`src/rtl/alu_pkg.sv`:
```
// Opcodes shared by the ALU and its self-test, plus the self-test vector and FSM types.
// Pure declarations: no timing and no flow control.
package alu_pkg;

    localparam logic [3:0] OP_ADD  = 4'b0000;
    localparam logic [3:0] OP_SUB  = 4'b0001;
    localparam logic [3:0] OP_AND  = 4'b0010;
    localparam logic [3:0] OP_OR   = 4'b0011;
    localparam logic [3:0] OP_XOR  = 4'b0100;
    localparam logic [3:0] OP_SLL  = 4'b0101;
    localparam logic [3:0] OP_SRL  = 4'b0110;
    localparam logic [3:0] OP_SRA  = 4'b0111;
    localparam logic [3:0] OP_SLT  = 4'b1000;
    localparam logic [3:0] OP_SLTU = 4'b1001;

    localparam int NUM_VECTORS_MAX = 8;

    typedef struct packed {
        logic [3:0]  op;
        logic [31:0] a;
        logic [31:0] b;
        logic [31:0] expected;
    } vector_t;

    typedef enum logic [1:0] {
        ST_IDLE  = 2'd0,
        ST_LOAD  = 2'd1,
        ST_CHECK = 2'd2,
        ST_DONE  = 2'd3
    } bist_state_t;

endpackage

```
`src/rtl/alu_bist_rom.sv`:
```
// Fixed self-test vector table, combinational index to vector lookup.
// No flow control; indices past the table return an all-zero ADD vector.
module alu_bist_rom
    import alu_pkg::*;
(
    input  logic [2:0] idx,
    output vector_t    vec
);

    always_comb begin
        vec = '{op: OP_ADD, a: 32'h0, b: 32'h0, expected: 32'h0};
        case (idx)
            3'd0: vec = '{op: OP_ADD, a: 32'd7,          b: 32'd5,          expected: 32'd12};
            3'd1: vec = '{op: OP_SUB, a: 32'd5,          b: 32'd5,          expected: 32'd0};
            3'd2: vec = '{op: OP_SLL, a: 32'd1,          b: 32'd4,          expected: 32'h0000_0010};
            3'd3: vec = '{op: OP_SRA, a: 32'h8000_0000,  b: 32'd4,          expected: 32'hF800_0000};
            3'd4: vec = '{op: OP_SLT, a: 32'd5,          b: 32'd10,         expected: 32'd1};
            3'd5: vec = '{op: OP_SLT, a: 32'hFFFF_FFFF,  b: 32'd1,          expected: 32'd1};
            3'd6: vec = '{op: OP_XOR, a: 32'hFFFF_0000,  b: 32'h0F0F_0F0F,  expected: 32'hF0F0_0F0F};
            3'd7: vec = '{op: OP_SRL, a: 32'h8000_0000,  b: 32'd4,          expected: 32'h0800_0000};
            default: ;
        endcase
    end

endmodule

```
`src/rtl/alu_bist.sv`:
```
// ALU self-test sequencer: two cycles per vector (load, check); done rises 2*NUM_VECTORS edges after start.
// start is only honoured in IDLE/DONE; the attached ALU must answer combinationally within one cycle.
module alu_bist
    import alu_pkg::*;
#(
    parameter int DATA_WIDTH  = 32,
    parameter int NUM_VECTORS = 8
) (
    input  logic                  clk,
    input  logic                  rst_n,
    input  logic                  start,
    output logic [DATA_WIDTH-1:0] alu_a,
    output logic [DATA_WIDTH-1:0] alu_b,
    output logic [3:0]            alu_control,
    input  logic [DATA_WIDTH-1:0] alu_result,
    input  logic                  alu_zero,
    output logic                  busy,
    output logic                  done,
    output logic                  pass,
    output logic [7:0]            fail_count,
    output logic [7:0]            first_fail_idx
);

    localparam logic [2:0] IDX_LAST = 3'(NUM_VECTORS - 1);

    bist_state_t state, state_nxt;
    logic [2:0]  idx;
    vector_t     vec;
    logic        mismatch;
    logic        last;
    logic [7:0]  fail_count_nxt;

    alu_bist_rom u_rom (
        .idx (idx),
        .vec (vec)
    );

    // The zero flag is checked independently so a broken flag path is caught even when the result is right.
    assign mismatch       = (alu_result != vec.expected) || (alu_zero != (vec.expected == 32'h0));
    assign last           = (idx == IDX_LAST);
    assign fail_count_nxt = (mismatch && fail_count != 8'hFF) ? fail_count + 8'd1 : fail_count;

    always_ff @(posedge clk or negedge rst_n) begin
        if (!rst_n) begin
            state <= ST_IDLE;
        end else begin
            state <= state_nxt;
        end
    end

    always_comb begin
        state_nxt = state;
        case (state)
            ST_IDLE:  if (start) state_nxt = ST_LOAD;
            ST_LOAD:  state_nxt = ST_CHECK;
            ST_CHECK: state_nxt = last ? ST_DONE : ST_LOAD;
            ST_DONE:  if (start) state_nxt = ST_LOAD;
            default:  state_nxt = ST_IDLE;
        endcase
    end

    always_ff @(posedge clk or negedge rst_n) begin
        if (!rst_n) begin
            idx            <= '0;
            alu_a          <= '0;
            alu_b          <= '0;
            alu_control    <= '0;
            busy           <= 1'b0;
            done           <= 1'b0;
            pass           <= 1'b0;
            fail_count     <= '0;
            first_fail_idx <= 8'hFF;
        end else begin
            case (state)
                ST_IDLE, ST_DONE: begin
                    if (start) begin
                        idx            <= '0;
                        fail_count     <= '0;
                        first_fail_idx <= 8'hFF;
                        busy           <= 1'b1;
                        done           <= 1'b0;
                        pass           <= 1'b0;
                    end
                end
                ST_LOAD: begin
                    alu_a       <= vec.a;
                    alu_b       <= vec.b;
                    alu_control <= vec.op;
                end
                ST_CHECK: begin
                    fail_count <= fail_count_nxt;
                    if (mismatch && first_fail_idx == 8'hFF) begin
                        first_fail_idx <= {5'd0, idx};
                    end
                    if (last) begin
                        busy <= 1'b0;
                        done <= 1'b1;
                        pass <= (fail_count_nxt == 8'd0);
                    end else begin
                        idx <= idx + 3'd1;
                    end
                end
                default: ;
            endcase
        end
    end

endmodule

```
`config.mk`:
```
export PLATFORM = sky130hd
export DESIGN_NAME = alu_bist
export DESIGN_NICKNAME = d
export VERILOG_FILES = /design/src/rtl/alu_pkg.sv /design/src/rtl/alu_bist_rom.sv /design/src/rtl/alu_bist.sv
export SDC_FILE = /design/constraint.sdc
export NUM_CORES = 1
export LEC_CHECK = 0
export CORE_MARGIN = 5
export CORE_UTILIZATION = 40
export CTS_BUF_LIST = sky130_fd_sc_hd__clkbuf_8
export DETAILED_ROUTE_END_ITERATION = 10
export GPL_ROUTABILITY_DRIVEN = 0
export PLACE_DENSITY = 0.86
export SETUP_SLACK_MARGIN = 0.15
export SLEW_MARGIN = 20
export SYNTH_ARGS = -nofsm -noshare
export SYNTH_HDL_FRONTEND = slang
export SYNTH_SLANG_ARGS = --single-unit
```
`constraint.sdc`:
```
create_clock -name clk -period 3.5 [get_ports clk]
set_input_delay 0.35 -clock clk [delete_from_list [all_inputs] [get_ports clk]]
set_output_delay 0.35 -clock clk [all_outputs]
set_load 0.005 [all_outputs]
```
==> results of run 1 <==
==> synth_stat cells (all sizes together), types with 4 or more instances <==
| cell | count | area share |
|---|---|---|
| nand4 | 6 | 0.017 |
| a31oi | 5 | 0.012 |
| dfrtp | 30 | 0.28 |
| o21ai | 24 | 0.046 |
| ha | 11 | 0.052 |
| mux2i | 8 | 0.030 |
| nand2 | 28 | 0.043 |
| nor4 | 6 | 0.014 |
| nand3 | 8 | 0.015 |
| inv | 16 | 0.023 |
| clkbuf | 9 | 0.013 |
| a21oi | 17 | 0.032 |
| dfstp | 4 | 0.040 |
| buf | 64 | 0.18 |
| mux2 | 6 | 0.026 |
| nor2 | 17 | 0.024 |
==> placed cells by master, fill, tap and decap left out, types with 3 or more instances in the layout <==
cell type / netlist / layout
buf_4: 58 / 5
mux2_2: 6 / 6
nor2b_1: 3 / 3
a31oi_1: 5 / 5
nor2_1: 17 / 17
nor4_1: 6 / 6
clkbuf_8: 0 / 5
a21oi_1: 17 / 17
dfstp_2: 4 / 4
conb_1: 1 / 16
dfrtp_1: 30 / 30
nand2_1: 27 / 27
and3_1: 3 / 3
inv_1: 16 / 16
ha_1: 11 / 11
a22o_1: 3 / 3
nand3_1: 8 / 8
mux2i_1: 8 / 8
nand4_1: 5 / 5
o21ai_0: 22 / 22
nand2b_1: 3 / 3
clkdlybuf4s50_1: 0 / 106
==> worst register-to-register path, stage by stage (launching register included) <==
cell and delay, ns:
dfrtp_1 0.48, inv_1 0.16, ha_1 0.37, nand2_4 0.10, or3_4 0.41, a2111oi_4 0.35, nand4_4 0.26, a2111oi_4 0.36
o2111ai_1 0.18, o41ai_2 0.37
==> how the worst max path moves through the flow <==
stage	start	endpoint	depth (start not counted)
global placement	idx[0]	pass	9
detailed placement	idx[0]	pass	9
finish	idx[0]	pass	9
CTS	idx[0]	pass	9
global route	idx[0]	pass	9
floorplan	idx[0]	pass	11
==> cell families after synthesis <==
group | Yosys count | share of synthesized area
DFF | 34 | 0.3246
buffers and inverters | 89 | 0.2193
muxes | 14 | 0.05600
adders and majority gates | 11 | 0.05221
other | 1 | 0.001422
xor gates and xnor gates | 2 | 0.006646
and+or+nand+nor | 82 | 0.1571
AOI/OAI and AO/OA | 69 | 0.1827
==> stage by stage <==
| step | std cells | hold WS, ns | util | area [sq um] |
|---|---|---|---|---|
| global route | 440 | 0.5003 | 0.5515 | 3522 |
| finish | 440 | 0.4555 | 0.5515 | 3522 |
| CTS | 440 | 0.4706 | 0.5492 | 3507 |
| floorplan | 317 | 0.05441 | - | 2693 |
| detailed placement | 432 | 0.4917 | 0.5276 | 3369 |
| global placement | 432 | 0.4665 | 0.5276 | 3369 |
==> cell type report <==
class,instances,area [sq um],share of cell area
clock buffer,5,68.82,0.01954
clock inverter,3,68.82,0.01954
multi-input combinational,194,1274,0.3616
timing repair buffer,111,1099,0.3119
inverter,16,60.06,0.01705
tap,77,96.34,0.02735
sequential,34,855.8,0.2430
==> sequential cells by signal (all words and copies together) (netlist names) <==
name and count:
fail_count 8, alu_a 6, alu_b 4, alu_control 4
first_fail_idx 4, idx 3, state 2, busy 1
done 1, pass 1
==> per-layer routing <==
| metal | GRT usage | vias up | wire length (microns) |
|---|---|---|---|
| met4 | 0.05623 | 0 | 114 |
| li1 | - | 1102 | - |
| met1 | 0.1851 | 1037 | 2649 |
| met5 | 0 | - | 0 |
| met3 | 0.05537 | 12 | 725 |
| met2 | 0.2500 | 109 | 3049 |
==> repair_timing <==
item                                    4_1_cts  5_1_grt
endpoints found under the setup margin        0        3
setup buffers                                 0        0
resized for setup                             0        3
==> power by group <==
group	internal [W]	switching, W	leakage [nW]	total, W
Sequential	0.000501	0.000101	0.420	0.000602
Combinational	0.000451	0.000480	0.938	0.000931
Clock	0.000285	0.000158	0.0683	0.000443
Total	0.00124	0.000739	1.43	0.00198
==> results.tsv, run 1 <==
stage	metric	value	unit
run_status	status	complete, no violations	
setup_path	cp.arrival	3.32	ns
setup_path	cp-start-kind	flip-flop	
power_and_ir_drop	p_per_area	560.9	nW/um^2
final_layout	drive_gt1_frac	0.08264	
drt	route.detailed.drc	0	
timing	post-route-min-period	3.137	ns
flow_run	max_cap_viol_count	0	
global_route	grt_pass1_vias	2170	
setup_path	reg2reg_slack	0.36	ns
synth	ys_seq_elements	34	
drt	firstDrtPassIters	5	
drt	vias_per_cell	5.136	
setup_path	ff2ff_path_depth	9	
clock_tree	cts_max_level	2	
power_and_ir_drop	irDropWorstVdd	0.3855	mV
floorplanning	ios	123	
global_route	grt_max_degree	35	
clock_tree	cts_buffers	5	
synth	netlist_instances	302	
placed_design	dp_hpwl	4.984	mm
timing	tightest_slew	0.7965	ns
setup_path	crit_slowest_cell	dfrtp_1	
setup_path	worstReg2RegEnd	pass	
drt	wl	6.538	mm
timing	setup_viol	0	
floorplanning	die_area	8315	sq um
setup_path	crit_top_cell	a2111oi_4	
setup_path	worst-path-buf-inv	1	
clock_tree	clk_latency	0.29	ns
synth	synthArstFlopShare	1.000	
setup_path	crit_type	reg -> reg	
timing	maxSlewViolCount	0	
timing	final-hold-violation-count	0	
min_path	holdCritPathClass	in -> async	
power_and_ir_drop	power	0.001976	W
setup_path	critPathTopFamily	compound AO/OA/AOI/OAI gates	
setup_path	setup.worst_path.end_class	flip-flop	
drt	postRouteAntennaNets	0	
global_route	antenna_found_initial	0	
synth	syn_area	2636	sq um
timing	grt_setup_unrepaired	no	
setup_path	cp_max_fo	12	
global_route	overflow	0	
synth	synth_warnings	0	
final_layout	antennaDiodeCount	0	
clock_tree	cts_root_buf	clkbuf_8	
timing	layout_worst_path_cycle_share	0.8962	
synth	synth_edf_count	0	
clock_tree	cts_max_path_buffers	2	
floorplanning	fp.dieW	91.19	microns
timing	fin_setup_tns	0	ns
clock_tree	cts_sinks	34	
final_layout	nets	409	
placed_design	post-place-ws	0.3064	ns
global_route	grt_use_total	0.1531	
timing	maxSlewHeadroom	0.4634	
floorplanning	start_util	0.4128	
setup_path	slowest_delay	0.48	ns
floorplanning	coreArea	6386	sq um
floorplanning	die_h	91.19	microns
timing	setup_slack	0.3632	ns
setup_path	required	3.69	ns
timing	fin_skew	0.004047	ns
setup_path	cp_cell_sequence	inv_1 > ha_1 > nand2_4 > or3_4 > a2111oi_4 > nand4_4 > a2111oi_4 > o2111ai_1 > o41ai_2	
final_layout	fillers	584	
clock_tree	ctsHoldBuffers	0	
clock_tree	cts_tree	yes	
timing	clock.fmax	318.8	MHz
global_route	grt_first_pass_wirelength	10.60	mm
drt	detail_route.iter0.violations	111	
synth	synth-main-ff-cell	dfrtp_1	
synth	ys_types	49	
drt	num_vias	2260	
power_and_ir_drop	power_leakage	1.426	nW
setup_path	r2r-start	idx[0]	
synth	ys_seq_area_frac	0.3246	
synth	postSynthAreaPerCell	8.729	sq um
final_layout	area_growth_syn_to_layout	33.60	%
clock_tree	path_clk_slew	0.07	ns
floorplanning	num_rows	29	
drt	wl_per_cell	14.86	microns
placed_design	numPortBuffers	106	
Power figures use the tool's default switching activity.
==> inputs of run 2 (changes only) <==
==> constraint.sdc (replaced) <==
create_clock -name clk -period 3.5 [get_ports clk]
set_input_delay 0.35 -clock clk [delete_from_list [all_inputs] [get_ports clk]]
set_output_delay 0.35 -clock clk [all_outputs]
set_load 0.1 [all_outputs]
==> results of run 2 <==
Same layout as run 1 (identical final DEF). Status: complete, no violations.
Main changes from that run: total power 0.001976 W -> 0.002782 W; worst IR drop on VDD 0.3855 mV -> 0.5037 mV
